### src/rtl/tq_coef_rd.sv
// tq_coef_rd - read side of the TQ coefficient buffer.
//
// Drains a programmed run of 128-bit words from the two-port TQ RAM
// (1-cycle read latency), unpacks each word into 8 signed coefficients
// (lane 0 = bits [COEF_W-1:0] first) and streams them over valid/ready.
//
// Ports:
//   clk, rst        clock, synchronous active-high reset
//   start_i         pulse to begin a run (ignored while busy_o)
//   base_addr_i     first RAM word address, sampled with start_i
//   num_words_i     words in the run, 0..32 (33..63 treated as 32)
//   rd_o, raddr_o   RAM read request/address
//   rdata_i         RAM read data, valid the cycle after rd_o
//   coef_o          current coefficient
//   coef_valid_o    coef_o valid
//   coef_ready_i    consumer ready
//   coef_last_o     last coefficient of the run (with valid)
//   busy_o          run in progress
//   done_o          one-cycle pulse when the run completes
//   nz_cnt_o        (TQ_NZ_CNT_EN only) nonzero coefficients handshaken
//
// Build option: define TQ_NZ_CNT_EN to add the nonzero-coefficient counter.
module tq_coef_rd #(
    parameter int COEF_W = 16,
    parameter int ADDR_W = 5
) (
    input  logic                clk,
    input  logic                rst,
    input  logic                start_i,
    input  logic [ADDR_W-1:0]   base_addr_i,
    input  logic [ADDR_W:0]     num_words_i,
    output logic                rd_o,
    output logic [ADDR_W-1:0]   raddr_o,
    input  logic [8*COEF_W-1:0] rdata_i,
    output logic [COEF_W-1:0]   coef_o,
    output logic                coef_valid_o,
    input  logic                coef_ready_i,
    output logic                coef_last_o,
    output logic                busy_o,
    output logic                done_o
`ifdef TQ_NZ_CNT_EN
    ,
    output logic [8:0]          nz_cnt_o
`endif
);

    localparam int WORD_W = 8 * COEF_W;
    localparam int NUM_W  = ADDR_W + 1;
    localparam logic [NUM_W-1:0] MAX_WORDS = NUM_W'(1 << ADDR_W);

    typedef enum logic [1:0] {
        S_IDLE,
        S_RUN,
        S_FIN
    } state_t;

    state_t            state_q;
    logic              done_q;
    logic [ADDR_W-1:0] base_q;
    logic [NUM_W-1:0]  num_q;
    logic [NUM_W-1:0]  num_clamped;

    // Datapath registers and next states
    logic [NUM_W-1:0]  issued_q, issued_d;
    logic [NUM_W-1:0]  popped_q, popped_d;
    logic              inflight_q, inflight_d;
    logic [1:0]        occ_q, occ_d;
    logic              wr_ptr_q, wr_ptr_d;
    logic              rd_ptr_q, rd_ptr_d;
    logic [2:0]        lane_q, lane_d;
    logic [WORD_W-1:0] fifo_q [2];

    logic              start_acc;
    logic              credit_ok;
    logic              push, pop, hs, last_hs;
    logic [WORD_W-1:0] head;

    assign num_clamped = (num_words_i > MAX_WORDS) ? MAX_WORDS : num_words_i;
    assign start_acc   = start_i && (state_q == S_IDLE);

    // A read is only issued if the FIFO is guaranteed a free slot when the
    // data returns, so rdata_i never has to be dropped or stalled.
    assign credit_ok = (occ_q + {1'b0, inflight_q}) < 2'd2;
    assign rd_o      = (state_q == S_RUN) && (issued_q < num_q) && credit_ok;
    assign raddr_o   = base_q + issued_q[ADDR_W-1:0];   // wraps modulo RAM depth

    assign push = inflight_q;
    assign head = fifo_q[rd_ptr_q];

    // Output is a mux over registered FIFO storage: stable while stalled,
    // and the head word is visible the cycle it lands (no extra bubble).
    assign coef_valid_o = (state_q == S_RUN) && (occ_q != 2'd0);
    assign coef_o       = coef_valid_o ? head[lane_q*COEF_W +: COEF_W] : '0;
    assign coef_last_o  = coef_valid_o && (lane_q == 3'd7) &&
                          (popped_q == num_q - NUM_W'(1));

    assign hs      = coef_valid_o && coef_ready_i;
    assign pop     = hs && (lane_q == 3'd7);
    assign last_hs = hs && coef_last_o;

    assign busy_o = (state_q != S_IDLE);
    assign done_o = done_q;

    // Control FSM. FIN holds until done has been shown for one cycle; a run
    // ending on a handshake raises done on entry, an empty run spends one
    // extra cycle in FIN before done.
    always_ff @(posedge clk) begin
        if (rst) begin
            state_q <= S_IDLE;
            done_q  <= 1'b0;
            base_q  <= '0;
            num_q   <= '0;
        end else begin
            case (state_q)
                S_IDLE: begin
                    done_q <= 1'b0;
                    if (start_i) begin
                        base_q  <= base_addr_i;
                        num_q   <= num_clamped;
                        state_q <= (num_clamped == '0) ? S_FIN : S_RUN;
                    end
                end
                S_RUN: begin
                    if (last_hs) begin
                        state_q <= S_FIN;
                        done_q  <= 1'b1;
                    end
                end
                S_FIN: begin
                    if (done_q) begin
                        state_q <= S_IDLE;
                        done_q  <= 1'b0;
                    end else begin
                        done_q  <= 1'b1;
                    end
                end
                default: begin
                    state_q <= S_IDLE;
                    done_q  <= 1'b0;
                end
            endcase
        end
    end

    always_comb begin
        issued_d   = issued_q + {{(NUM_W-1){1'b0}}, rd_o};
        popped_d   = popped_q + {{(NUM_W-1){1'b0}}, pop};
        inflight_d = rd_o;
        occ_d      = occ_q + {1'b0, push} - {1'b0, pop};
        wr_ptr_d   = wr_ptr_q ^ push;
        rd_ptr_d   = rd_ptr_q ^ pop;
        lane_d     = hs ? lane_q + 3'd1 : lane_q;
        if (start_acc) begin
            issued_d = '0;
            popped_d = '0;
            lane_d   = '0;
        end
    end

    always_ff @(posedge clk) begin
        if (rst) begin
            issued_q   <= '0;
            popped_q   <= '0;
            inflight_q <= 1'b0;
            occ_q      <= '0;
            wr_ptr_q   <= 1'b0;
            rd_ptr_q   <= 1'b0;
            lane_q     <= '0;
            fifo_q[0]  <= '0;
            fifo_q[1]  <= '0;
        end else begin
            issued_q   <= issued_d;
            popped_q   <= popped_d;
            inflight_q <= inflight_d;
            occ_q      <= occ_d;
            wr_ptr_q   <= wr_ptr_d;
            rd_ptr_q   <= rd_ptr_d;
            lane_q     <= lane_d;
            if (push) fifo_q[wr_ptr_q] <= rdata_i;
        end
    end

`ifdef TQ_NZ_CNT_EN
    logic [8:0] nz_q, nz_d;

    always_comb begin
        nz_d = nz_q;
        if (start_acc)                     nz_d = '0;
        else if (hs && (coef_o != '0))     nz_d = nz_q + 9'd1;
    end

    always_ff @(posedge clk) begin
        if (rst) nz_q <= '0;
        else     nz_q <= nz_d;
    end

    assign nz_cnt_o = nz_q;
`endif

endmodule

### config.mk
export PLATFORM = sky130hd
export DESIGN_NAME = tq_coef_rd
export DESIGN_NICKNAME = d
export VERILOG_FILES = /design/src/rtl/tq_coef_rd.sv
export SDC_FILE = /design/constraint.sdc
export NUM_CORES = 1
export LEC_CHECK = 0
export ABC_CLOCK_PERIOD_IN_PS = 5200
export CORE_MARGIN = 5
export CORE_UTILIZATION = 55
export CTS_CLUSTER_SIZE = 30
export DETAILED_ROUTE_END_ITERATION = 6
export DONT_BUFFER_PORTS = 1
export GPL_ROUTABILITY_DRIVEN = 0
export PLACE_DENSITY = 0.73
export SYNTH_ARGS = -nofsm -noshare
export SYNTH_HDL_FRONTEND = slang
export SYNTH_SLANG_ARGS = --single-unit
### constraint.sdc
create_clock -name clk -period 5.2 [get_ports clk]
set_input_delay 1.04 -clock clk [delete_from_list [all_inputs] [get_ports clk]]
set_output_delay 1.04 -clock clk [all_outputs]
set_load 0.02 [all_outputs]
---- Word-level counts from Yosys, hierarchy flattened ----
Memory sizes are Yosys's and may differ from the RTL's. A register that Yosys moved wholly into a read port is not among the register bits.
Index checks and enable logic that the tools add are counted.
storage, ports and cells
  ROM bits ................................ 0
  input port bits ......................... 143
  bits in writable memories ............... 256
  bits in registers ....................... 34
  memories ................................ 1
  latch bits .............................. 0
memories
  memory  words  bits a word  read ports  clocked after Yosys merged registers in  wr ports  RTL line  RTL
  fifo_q  2      128          1           1                                        2         71        logic [WORD_W-1:0] fifo_q [2];
cells by class
  divide/modulo/power cells ............... 0
  equal/unequal tests ..................... 7
  multiply operators ...................... 0
  shift operators ......................... 1
  mux-type cells .......................... 19
  $add $sub $neg .......................... 7
  reductions and logical operators ........ 17
  bitwise operators ....................... 2
  $lt $le $gt $ge ......................... 3
operator list
  kind                 count
  $mux 128             1
  $reduce_or 128->1    1
  $shiftx 128x8->16    1
  $mux 16              1
  $add 6x1->6          2
  $mux 1               10
  $logic_and 1x1->1    9
  $mux 2               4
  $eq 6x6->1           1
  $gt 6x6->1 const B   1
  $logic_not 6->1      1
  $lt 6x6->1           1
  $mux 6               1
  $ne 2x2->1 const B   3
  $pmux 2 s3           1
  $sub 6x1->6 const B  1
  $add 5x5->5          1
  $reduce_bool 2->1    2
  $add 3x1->3 const B  1
  $eq 3x3->1 const B   1
  $reduce_and 3->1     1
  $add 2x1->2          1
  $eq 2x1->1 const B   1
  $eq 2x2->1 const B   1
  other kinds (7)      8

---- Longest topological paths before layout ----
  word-level depth ........................ 7
  mapped depth ............................ 12

---- Worst setup path after synthesis ----
No wires, ideal clock.
  path type ............................... input to register
  from .................................... input rst
  to ...................................... memory fifo_q[0][0] (netlist bit), enable pin
  setup time .............................. 509 ps
  data required time ...................... 4691 ps
  slack ................................... -5 ps
  data arrival time ....................... 4696 ps
  cell stages on the path ................. 3
  cell sequence ........................... clkbuf_1 -> buf_1 -> nand2b_1
RTL lines
  what             RTL line  RTL
  start, declared  28        input logic rst,
  end, declared    71

==> impl_metrics.py <==
metrics = {
    "drt": {
        "ant_nets": 0,
        "first_pass_iters": 4,
        "drtIter0Drc": 597,
        "avgRoutedWirePerCell_um": 24.54,
        "drcViolationCount": 0,
        "vias": 6954,
        "routed_via_density": 5.700,
        "wl_um": 29940,
    },
    "worst_hold_path": {
        "hold_depth": 2,
        "min_path_type": "register to register",
    },
    "cells_and_area": {
        "area_growth_pct": 9.208,
        "drive_gt1_frac": 0.1622,
        "fill_cells": 1836,
        "final_nets": 1033,
        "most-common-layout-cells": "and2_1, edfxtp_1, mux4_2",
        "final_common_cell": "and2_1",
        "final_area_mm2": 0.01456,
    },
    "yosys": {
        "synth_flop_cell": "edfxtp_1",
        "synth_edf_count": 256,
        "synth_top_area_cell": "edfxtp_1",
        "yosys_register_bits": 290,
        "synth_area_per_cell_um2": 15.15,
        "seq_area_frac_synth": 0.6277,
        "ys_types": 43,
        "synth_cells": 880,
        "ys_async_sr_fraction": 0,
        "synth_nets": 1045,
        "synthTopCellsByArea": "edfxtp_1, mux4_2, and2_1",
        "synth_area_mm2": 0.01333,
        "synth_top_area_share": 0.5767,
        "yosysWarnings": 0,
    },
    "critical_path": {
        "end_kind": "output pin",
        "worstSetupPathType": "register to output pin",
        "path_common_cell": "mux4_2",
        "arrival_ns": 3.12,
        "cp_slowest_stage_delay_ns": 0.91,
        "cpLargestDelayFamily": "multiplexers",
        "cp-start-kind": "register",
        "cp_num_cells": 4,
        "cp_num_buf_inv": 1,
        "crit_required_ns": 4.16,
        "critPathSlowestCell": "dfxtp_4",
        "crit_chain": "buf_12, mux4_2, mux4_2, and2_1",
        "r2r_cells": 9,
        "worstPathMaxFanout": 42,
    },
    "clocking": {
        "cts_setup_buffers": 0,
        "cts.htree.levels": 1,
        "clk_path_buf_depth": 3,
        "path_clk_slew_ns": 0.06,
        "cts-root-buf": "clkbuf_16",
        "cts_resized": 0,
        "cts_num_sinks": 290,
        "holdBufCountCts": 0,
        "clock_latency_ns": 0.55,
        "cts_tree": "yes",
        "cts_buffers": 31,
    },
    "global_routing": {
        "grt_max_degree": 129,
        "track_usage": 0.2190,
        "grt_first_pass_wirelength_um": 45800,
        "grt_pass1_vias": 7298,
        "overflow": 0,
        "antenna_found_initial": 18,
    },
    "die": {
        "pin_count": 169,
        "initial_core_util": 0.5530,
        "rows": 57,
        "die_x_um": 165.7,
        "fp.dieH_um": 165.7,
        "core_area_mm2": 0.02411,
        "dieArea_mm2": 0.02745,
    },
    "outcome": {
        "outcome": "completed",
    },
    "timing": {
        "finalHoldViolations": 0,
        "setup_slack_ns": 1.039,
        "fin_skew_ns": 0.01681,
        "max_freq_mhz": 240.3,
        "slew_violations": 0,
        "layout_min_cycle_time_ns": 4.161,
        "rsz0062_at_grt": "false",
        "fin_crit_sh": 0.8001,
        "hold_ws_ns": 0.4550,
        "tns_ns": 0,
        "tightest_slew_ns": 1.196,
        "setup_viol_count_final": 0,
        "slew_headroom": 0.2028,
    },
    "place": {
        "post-place-ws_ns": 1.545,
        "dpl_cell_area_mm2": 0.01363,
        "io_buffers": 0,
        "hpwlAfterDp_um": 19920,
    },
    "pwr": {
        "p_per_area_mw_per_mm2": 356.6,
        "ir_drop_uv": 216.1,
        "power.leakage_nw": 5.213,
    },
    "job": {
        "drv_cap": 0,
    },
}
## flip-flops by register name, summed over array words and instances, names as in the netlist
signal      flops
base_q          5
done_o          1
fifo_q        256
inflight_q      1
issued_q        6
lane_q          3
num_q           6
occ_q           2
popped_q        6
rd_ptr_q        1
state_q         2
wr_ptr_q        1
## through the flow
step	std cells	utilization	total power [W]
finish	1220	0.6039	0.005191
global route	1214	0.6033	0.005397
CTS	1212	0.6031	0.005230
detailed placement	1159	0.5656	0.003260
global placement	1159	0.5656	0.003247
floorplan	880	-	0.003153
## Yosys cell counts, drive strengths merged, types with 2 or more instances
cell and instances:
and2 278, or4 2, xnor2 12, a21o 2, nor2 21, o21a 2, o21ai 3, or3 2
nand3b 5, buf 14, nand3 8, nand2 27, mux4 80, edfxtp 256, nor3 3, clkbuf 42
ha 21, inv 17, dfxtp 34, nand2b 5, a21oi 18, nand4 2, xor2 12
## metal layers
layer	part of all wire	routed length, µm	track usage	up-vias
met1	0.37	11030	0.2701	3461
met5	0.0072	215	0	-
met2	0.49	14800	0.3562	204
met3	0.11	3219	0.1037	73
li1	-	-	-	3186
met4	0.023	676	0.04914	30
## final timing paths
kind	startpoint	end	slack [ns]
worst max-delay path	rd_ptr_q$_SDFF_PP0_	coef_o[1]	1.04
worst min register to register	base_q[2]$_SDFFE_PP0P_	base_q[2]$_SDFFE_PP0P_	0.46
worst min-delay path	base_q[2]$_SDFFE_PP0P_	base_q[2]$_SDFFE_PP0P_	0.46
worst max register to register	state_q[1]$_SDFFE_PP0P_	state_q[0]$_SDFFE_PP0P_	2.32
## layout make-up
class                           count  area [µm²]  share of cell area
Sequential cell                   290        8376              0.5753
Inverter                           17       63.81            0.004383
Clock inverter                     20       121.4            0.008337
Timing Repair Buffer               11       120.1            0.008251
Tap cell                          324       405.4             0.02785
Multi-Input combinational cell    517        4668              0.3207
Antenna cell                        8       20.02            0.001375
Clock buffer                       33       783.3             0.05380
## cell families after synthesis
logic type                 share of synthesized area
xor gates and xnor gates                     0.01577
AOI/OAI and AO/OA                            0.01605
buffers and inverters                        0.02431
adders and majority gates                    0.02121
DFF                                           0.6277
muxes                                         0.1352
and+or+nand+nor                               0.1598
## worst reg2reg max path: stages (launching register included)
cell and delay [ns]:
dfxtp_1 0.33, inv_1 0.08, ha_1 0.33, o21a_1 0.48, buf_4 0.34, nand3_1 0.19
or3_1 0.39, or3_4 0.38, a21oi_2 0.17, o32ai_1 0.09
## power breakdown
| group | internal, W | switching [W] | total, W |
|---|---|---|---|
| Clock | 0.00112 | 0.000863 | 0.00199 |
| Combinational | 0.000181 | 0.000257 | 0.000438 |
| Sequential | 0.00271 | 0.0000573 | 0.00277 |
| Total | 0.00401 | 0.00118 | 0.00519 |
Power figures use the tool's default switching activity.
